===== src/rtl/dino_sprite_pkg.sv =====
// rtl/dino_sprite_pkg.sv - pose ids, geometry and constant row masks for the dino pose sprites
package dino_sprite_pkg;

  typedef enum logic [1:0] {SPR_JUMP, SPR_DUCK, SPR_GODZILLA} sprite_id_e;

  localparam int SPR_W  = 32;
  localparam int SPR_H  = 32;
  localparam int ADDR_W = 10;
  localparam int PIX_W  = 16;

  // One 32-bit mask per row; bit 31 is the leftmost column.
  localparam logic [SPR_W-1:0] JUMP_MASK [0:SPR_H-1] = '{
    32'h00000000, 32'h00007FE0, 32'h0000FFF0, 32'h0000CFF0,
    32'h0000FFF0, 32'h0000FFF0, 32'h0000FE00, 32'h0000FFC0,
    32'h4001FC00, 32'h4003F800, 32'h600FFE00, 32'h701FFA00,
    32'h7C7FF800, 32'h7FFFF800, 32'h3FFFF800, 32'h1FFFF000,
    32'h0FFFF000, 32'h07FFE000, 32'h03FFC000, 32'h01FF8000,
    32'h00F78000, 32'h00E38000, 32'h00C18000, 32'h00C18000,
    32'h00E1C000, 32'h00000000, 32'h00000000, 32'h00000000,
    32'h00000000, 32'h00000000, 32'h00000000, 32'h00000000
  };

  localparam logic [SPR_W-1:0] DUCK_MASK [0:SPR_H-1] = '{
    32'h00000000, 32'h00000000, 32'h00000000, 32'h00000000,
    32'h00000000, 32'h00000000, 32'h00000000, 32'h00000000,
    32'h00000000, 32'h00000000, 32'h00000000, 32'h00000000,
    32'h00000000, 32'h00000000, 32'h00000000, 32'h4000FFFC,
    32'h6003FFFC, 32'h7FFFFFFC, 32'h7FFFFE70, 32'h3FFFFFFC,
    32'h1FFFFF00, 32'h0FFFFE00, 32'h07FFFC00, 32'h03FFF800,
    32'h01E3C000, 32'h01C38000, 32'h01830000, 32'h01830000,
    32'h01C3C000, 32'h00000000, 32'h00000000, 32'h00000000
  };

  localparam logic [SPR_W-1:0] GODZILLA_MASK [0:SPR_H-1] = '{
    32'h00000000, 32'h00003FC0, 32'h00007FE0, 32'h0000FFF0,
    32'h0000E7F0, 32'h0000FFF0, 32'h0001FFF0, 32'h0003FF00,
    32'h1007FF80, 32'h100FFFC0, 32'h181FFE00, 32'h1C3FFE00,
    32'h0E7FFF00, 32'h07FFFF80, 32'h03FFFFC0, 32'h01FFFFE0,
    32'h00FFFFF0, 32'h007FFFF8, 32'h003FFFFC, 32'h007FFFFC,
    32'h00FFFE3C, 32'h01FFFC1C, 32'h01FFF80C, 32'h03F3F000,
    32'h03E1F000, 32'h03C1E000, 32'h0381C000, 32'h0381C000,
    32'h0381C000, 32'h07C3E000, 32'h0FE7F000, 32'h00000000
  };

  localparam logic [4:0] LAST_COL = 5'(SPR_W - 1);

  function automatic logic [PIX_W-1:0] pixel_of(
    input int                sprite_id,
    input logic [ADDR_W-1:0] addr,
    input logic [PIX_W-1:0]  fg,
    input logic [PIX_W-1:0]  bg
  );
    logic [4:0] row;
    logic [4:0] bit_idx;
    logic       bit_set;
    row     = addr[9:5];
    bit_idx = LAST_COL - addr[4:0];
    case (sprite_id)
      int'(SPR_JUMP):     bit_set = JUMP_MASK[row][bit_idx];
      int'(SPR_DUCK):     bit_set = DUCK_MASK[row][bit_idx];
      int'(SPR_GODZILLA): bit_set = GODZILLA_MASK[row][bit_idx];
      default:            bit_set = 1'b0;
    endcase
    return bit_set ? fg : bg;
  endfunction

endpackage


===== src/rtl/dino_pose_rom_if.sv =====
// rtl/dino_pose_rom_if.sv - pixel address in, colour word out, between compositor and sprite store
interface dino_pose_rom_if;
  import dino_sprite_pkg::*;

  logic [ADDR_W-1:0] address;
  logic [PIX_W-1:0]  data;

  modport master (output address, input data);
  modport slave  (input address, output data);
endinterface


===== src/rtl/dino_godzilla_rom.sv =====
// rtl/dino_godzilla_rom.sv - legacy name for the godzilla pose store
module dino_godzilla_rom (
  input logic            clk,
  input logic            reset,
  dino_pose_rom_if.slave bus
);
  dino_pose_rom #(.SPRITE(2)) u_rom (.clk(clk), .reset(reset), .bus(bus));
endmodule


===== src/rtl/dino_pose_rom.sv =====
// rtl/dino_pose_rom.sv - one-cycle registered RGB565 lookup of a 32x32 dino pose sprite
module dino_pose_rom
  import dino_sprite_pkg::*;
#(
  parameter int               SPRITE   = 0,
  parameter logic [PIX_W-1:0] FG_COLOR = 16'h5AEB,
  parameter logic [PIX_W-1:0] BG_COLOR = 16'hFFFF
) (
  input logic            clk,
  input logic            reset,
  dino_pose_rom_if.slave bus
);

  // Registered so the compositor always sees a clean one-cycle pipeline.
  always_ff @(posedge clk or posedge reset) begin
    if (reset) begin
      bus.data <= BG_COLOR;
    end else begin
      bus.data <= pixel_of(SPRITE, bus.address, FG_COLOR, BG_COLOR);
    end
  end

endmodule


===== src/flat_wrapper.sv =====
// flat-port wrapper written by rule: the top's interface ports become plain ports
module dino_godzilla_rom_flat 
  (clk, reset, bus_address, bus_data);
  dino_pose_rom_if bus_i ();
  input logic clk;
  input logic reset;
  input wire logic [$bits(bus_i.address)-1:0] bus_address;
  output wire logic [$bits(bus_i.data)-1:0] bus_data;
  assign bus_i.address = bus_address;
  assign bus_data = bus_i.data;
  dino_godzilla_rom u_core (.clk(clk), .reset(reset), .bus(bus_i));
endmodule

===== config.mk =====
export PLATFORM = sky130hd
export DESIGN_NAME = dino_godzilla_rom_flat
export DESIGN_NICKNAME = d
export VERILOG_FILES = /design/src/rtl/dino_sprite_pkg.sv /design/src/rtl/dino_pose_rom_if.sv /design/src/rtl/dino_godzilla_rom.sv /design/src/rtl/dino_pose_rom.sv /design/src/flat_wrapper.sv
export SDC_FILE = /design/constraint.sdc
export NUM_CORES = 1
export LEC_CHECK = 0
export ABC_AREA = 1
export BUFFER_PORTS_ARGS = -buffer_cell sky130_fd_sc_hd__clkbuf_2
export CAP_MARGIN = 25
export CORE_ASPECT_RATIO = 0.75
export CORE_MARGIN = 2
export CORE_UTILIZATION = 30
export DETAILED_ROUTE_END_ITERATION = 10
export SYNTH_ARGS = -nofsm -noshare
export SYNTH_HDL_FRONTEND = slang
export SYNTH_HIERARCHICAL = 1
export SYNTH_SLANG_ARGS = --single-unit

===== constraint.sdc =====
create_clock -name clk -period 1.9 [get_ports clk]
set_input_delay 0.38 -clock clk [delete_from_list [all_inputs] [get_ports clk]]
set_output_delay 0.38 -clock clk [all_outputs]
set_load 0.05 [all_outputs]

==> impl_metrics.csv, run 1 <==
group,metric,value,unit
run_status,status,"complete, no violations",
layout,top_regs,"u_core/u_rom/bus.data x1",
pwr,power_density,342,mW/mm²
layout,final_cell_mix,"nand2_1 (60), nand3_1 (32), clkbuf_2 (17), inv_1 (17), nor2_1 (16)",
global_route,grt_pass1_wl,3.84,mm
layout,largest-register,"u_core/u_rom/bus.data",
logic_synthesis,syn_inst,182,
logic_synthesis,yosysSeqAreaShare,0.0287,
floorplan,fp.dieArea,0.00351,mm²
global_route,grt_antenna_before_repair,0,
layout,largest_reg_flops,1,
pwr,ir_worst_vdd,0.110,mV
logic_synthesis,synthAdderAreaFrac,0.0958,
floorplan,rows,17,
logic_synthesis,synth_compound_area_frac,0.0944,
run,cap_violations,0,
layout,multi_input_area,701,µm²
setup_path,critical_path_arrival,1660,ps
global_route,grtUsageTotal,0.138,
logic_synthesis,synthMuxAreaShare,0,
pwr,power,0.326,mW
setup_path,critPathKind,"in2reg",
setup_path,cp_max_fo,4,
global_route,grt_pass1_vias,824,
floorplan,start_util,0.314,
routing,drt-total-wl,2.52,mm
placed_design,pre_cts_slack,124,ps
routing,drtAntennaViolNets,0,
routing,route.detailed.drc,0,
layout,area_growth,4.24,%
routing,drtIter0Drc,106,
setup_path,critPathBufInv,3,
floorplan,die_w,67.8,µm
setup_path,crit_path_end_kind,"register",
timing,fin_crit_sh,0.914,
setup_path,critPathLaunchType,"primary input",
layout,diodes,0,
timing,timing.hold.ws,359,ps
logic_synthesis,synth_area_per_cell,5.03,µm²
layout,fill_cells,334,
layout,num-nets-final,210,
placed_design,place_congestion,0.884,
global_route,grt_start_max_net_pins,13,
layout,stdcell_area,953,µm²
layout,seqCellArea,26.3,µm²
placed_design,postPlaceCellArea,946,µm²
pwr,p_leak,0.579,nW
setup_path,crit_chain,"clkbuf_2 -> inv_1 -> ha_1 -> inv_1 -> nand2_2 -> nand2_1 -> o21ai_0 -> o21ai_1 -> nand3_1 -> nand2_1 -> nand2_1 -> nand2_1 -> nand2_1",
timing,fin_crit,1740,ps
logic_synthesis,synth_cell_types,16,
setup_path,slowest_stage,"ha_1",
floorplan,die_h,51.8,µm
timing,setup_viol,0,
layout,final_common_cell,"nand2_1",
setup_path,max_stage_delay,230,ps
routing,vias,1122,
logic_synthesis,yosys_warnings,6,
timing,report.final.slew_viol_count,0,
routing,routedWlPerCell,11.1,µm
floorplan,core-area,0.00291,mm²
placed_design,dpl.hpwl,1.99,mm
timing,hold_violations,0,
routing,firstDrtPassIters,4,
setup_path,crit_family,"simple AND/OR/NAND/NOR gates",
routing,vias_per_cell,4.94,
setup_path,crit_top_cell,"nand2_1",
global_route,grt-ovfl-total,0,
setup_path,crit_required,1820,ps
logic_synthesis,synth_area,915,µm²
timing,fmax,576,MHz
logic_synthesis,synth_top_family_by_area,"simple AND/OR/NAND/NOR gates",
worst_hold_path,hold_path.class,"in2async",
clock_network,clk_pin_slew,0,ps
placed_design,numPortBuffers,17,
floorplan,pin_count,28,
logic_synthesis,synth_xor_area_frac,0,
layout,drive_gt1_frac,0.132,
logic_synthesis,synthSimpleGateAreaFrac,0.527,
clock_network,cts_hold_buf,0,
timing,timing.final.ws_setup,164,ps
logic_synthesis,ys_ff_latch,1,
through the flow:
| stage | util | setup TNS (ps) | std cells |
|---|---|---|---|
| 6_report | 0.327 | 0 | 227 |
| 3_3_place_gp | 0.325 | 0 | 227 |
| 2_1_floorplan | - | 0 | 191 |
| 4_1_cts | 0.325 | 0 | 227 |
| 3_5_place_dp | 0.325 | 0 | 227 |
| 5_1_grt | 0.327 | -21.0 | 227 |
timing repair:
item,4_1_cts,5_1_grt
buffers inserted,0,0
endpoints found under the setup margin,0,1
resized for setup,0,5
cell families (layout without fill, tap and decap cells):
| kind of cell | Yosys count | after routing |
|---|---|---|
| simple gates | 115 | 115 |
| compound gates | 17 | 17 |
| buf+inv | 41 | 39 |
| fa+ha+maj | 7 | 7 |
| other cells | 1 | 10 |
| flops | 1 | 1 |
Yosys cell counts, drive strengths merged:
cell	number	area [µm²]
ha	7	87.6
inv	18	67.6
nand3	32	160
buf	22	158
nor3	1	5.00
clkinv	1	3.75
nand4	2	12.5
nor2	17	63.8
a31oi	1	6.26
nand2	62	233
dfstp	1	26.3
o21ai	6	30.0
conb	1	3.75
a21oi	10	50.1
nand3b	1	7.51
area by class of cell:
type | instances | area share
inverters | 19 | 0.0748
multi-input cells | 149 | 0.735
flip-flops and latches | 1 | 0.0276
well taps | 38 | 0.0499
repair buffers | 20 | 0.113
report_power, final:
part           total [mW]  switching (mW)  internal, mW
clock network           0               0             0
registers          0.0298         0.00332        0.0265
logic               0.296           0.226        0.0701
final timing paths:
| check | start | to | slack (ps) | depth (start not counted) |
|---|---|---|---|---|
| worst max-delay path | bus_address[5] | u_core/u_rom/bus.data[13] | 160 | 13 |
| min in group clk | bus_address[4] | u_core/u_rom/bus.data[13] | 580 | 3 |
| worst min-delay path | reset | u_core/u_rom/bus.data[13] | 360 | 2 |
| max in group asynchronous | reset | u_core/u_rom/bus.data[13] | 1520 | 2 |
per-layer routing:
layer	global-route usage	routed length, µm	up-vias
met3	0	214	8
met1	0.227	1190	488
met4	0	40	0
li1	-	-	569
met2	0.209	1070	57
met5	0	0	-
Power figures use the tool's default switching activity.
==> run 2, diff against run 1 <==
Clock period 1.9 ns to 2.15 ns, I/O delays scaled along.
==> run 2 against run 1 <==
Routed wire length decreased by 4.2%. Critical path type unchanged. Global-route usage decreased by 0.32 points. Via count fell by 0.27%. Final area fell by 2.4%. Worst setup slack improved by 130 ps. Critical endpoint unchanged.
==> impl_metrics.csv, run 2 (synthesis results as in run 1) <==
group,metric,value,unit
run_status,status,"complete, no violations",
setup_path,critPathLaunchType,"primary input",
routing,vias,1119,
placed_design,dpl.hpwl,1.89,mm
timing,hold_violations,0,
routing,firstDrtPassIters,5,
routing,route.detailed.drc,0,
layout,post-route-util,0.319,
timing,rsz0062_at_grt,"no",
layout,largest-register,"u_core/u_rom/bus.data",
routing,routedWlPerCell,10.7,µm
timing,timing.hold.ws,409,ps
layout,fill_cells,334,
layout,top_regs,"u_core/u_rom/bus.data x1",
layout,final_common_cell,"nand2_1",
timing,fmax,540,MHz
layout,area_growth,1.78,%
placed_design,pre_cts_slack,308,ps
layout,largest_reg_flops,1,
routing,drtAntennaViolNets,0,
layout,final_cell_mix,"nand2_1 (62), nand3_1 (32), inv_1 (18)",
routing,drt-total-wl,2.41,mm
clock_network,clk_pin_slew,0,ps
timing,setup_viol,0,
placed_design,numPortBuffers,17,
setup_path,cp_max_fo,7,
floorplan,die_w,67.8,µm
setup_path,crit_required,2070,ps
layout,stdcell_area,931,µm²
global_route,grt-ovfl-total,0,
floorplan,fp.dieArea,0.00351,mm²
global_route,grt_antenna_before_repair,0,
placed_design,postPlaceCellArea,931,µm²
layout,diodes,0,
floorplan,die_h,51.8,µm
timing,tns,0,ps
global_route,grt_pass1_vias,936,
floorplan,core-area,0.00291,mm²
pwr,power,0.281,mW
floorplan,rows,17,
floorplan,pin_count,28,
pwr,p_leak,0.569,nW
setup_path,critical_path_arrival,1780,ps
floorplan,start_util,0.314,
placed_design,place_congestion,0.884,
layout,drive_gt1_frac,0.102,
pwr,power_density,302,mW/mm²
routing,vias_per_cell,4.97,
global_route,grtUsageTotal,0.135,
setup_path,crit_path_end_kind,"register",
clock_network,post_cts_resized,0,
worst_hold_path,hold_path.class,"in2async",
clock_network,cts_hold_buf,0,
global_route,grt_start_max_net_pins,16,
timing,fin_crit,1850,ps
timing,timing.final.ws_setup,298,ps
run,cap_violations,0,
setup_path,critPathKind,"in2reg",
routing,drtIter0Drc,109,
timing,fin_crit_sh,0.861,
layout,final_cells,225,
global_route,grt_pass1_wl,3.86,mm
clock_network,post-cts-setup-buffers,0,
placed_design,place_inst,225,
pwr,ir_worst_vdd,0.0977,mV
timing,report.final.slew_viol_count,0,
layout,num-nets-final,208,
==> run 2: worst max-delay path by stage <==
stage                        start                         to  slack (ps)  cells after the start
floorplan           bus_address[5]  u_core/u_rom/bus.data[13]         690                     13
global placement    bus_address[6]  u_core/u_rom/bus.data[13]         310                     13
detailed placement  bus_address[6]  u_core/u_rom/bus.data[13]         310                     13
CTS                 bus_address[6]  u_core/u_rom/bus.data[13]         300                     13
global route        bus_address[6]  u_core/u_rom/bus.data[13]          80                     13
finish              bus_address[6]  u_core/u_rom/bus.data[13]         300                     13
==> run 2: power by group <==
part,switching [mW],internal (mW)
clock,0,0
combinational,0.196,0.0584
sequential,0.00292,0.0234
total,0.199,0.0818
==> run 2: layout make-up <==
class	instances	area (µm²)	share of cell area
sequential	1	26.3	0.0282
inverter	19	71.3	0.0766
tap	38	47.5	0.0511
multi-input combinational	149	693	0.745
timing repair buffer	18	92.6	0.0995
==> run 2: worst max-delay path, stage by stage <==
cell and delay, ps:
clkbuf_2 150, inv_1 100, ha_1 200, inv_1 100
nand2_1 120, nand2_1 80, o21ai_0 80, o21ai_0 200
nand3_1 100, nand2_1 60, nand2_1 50, nand2_1 50
nand2_1 40
==> run 2: routing by layer <==
| metal | part of all wire | global-route usage |
|---|---|---|
| met5 | 0 | 0 |
| met4 | 0.0037 | 0.0204 |
| met3 | 0.11 | 0.00433 |
| met2 | 0.45 | 0.219 |
| met1 | 0.44 | 0.200 |
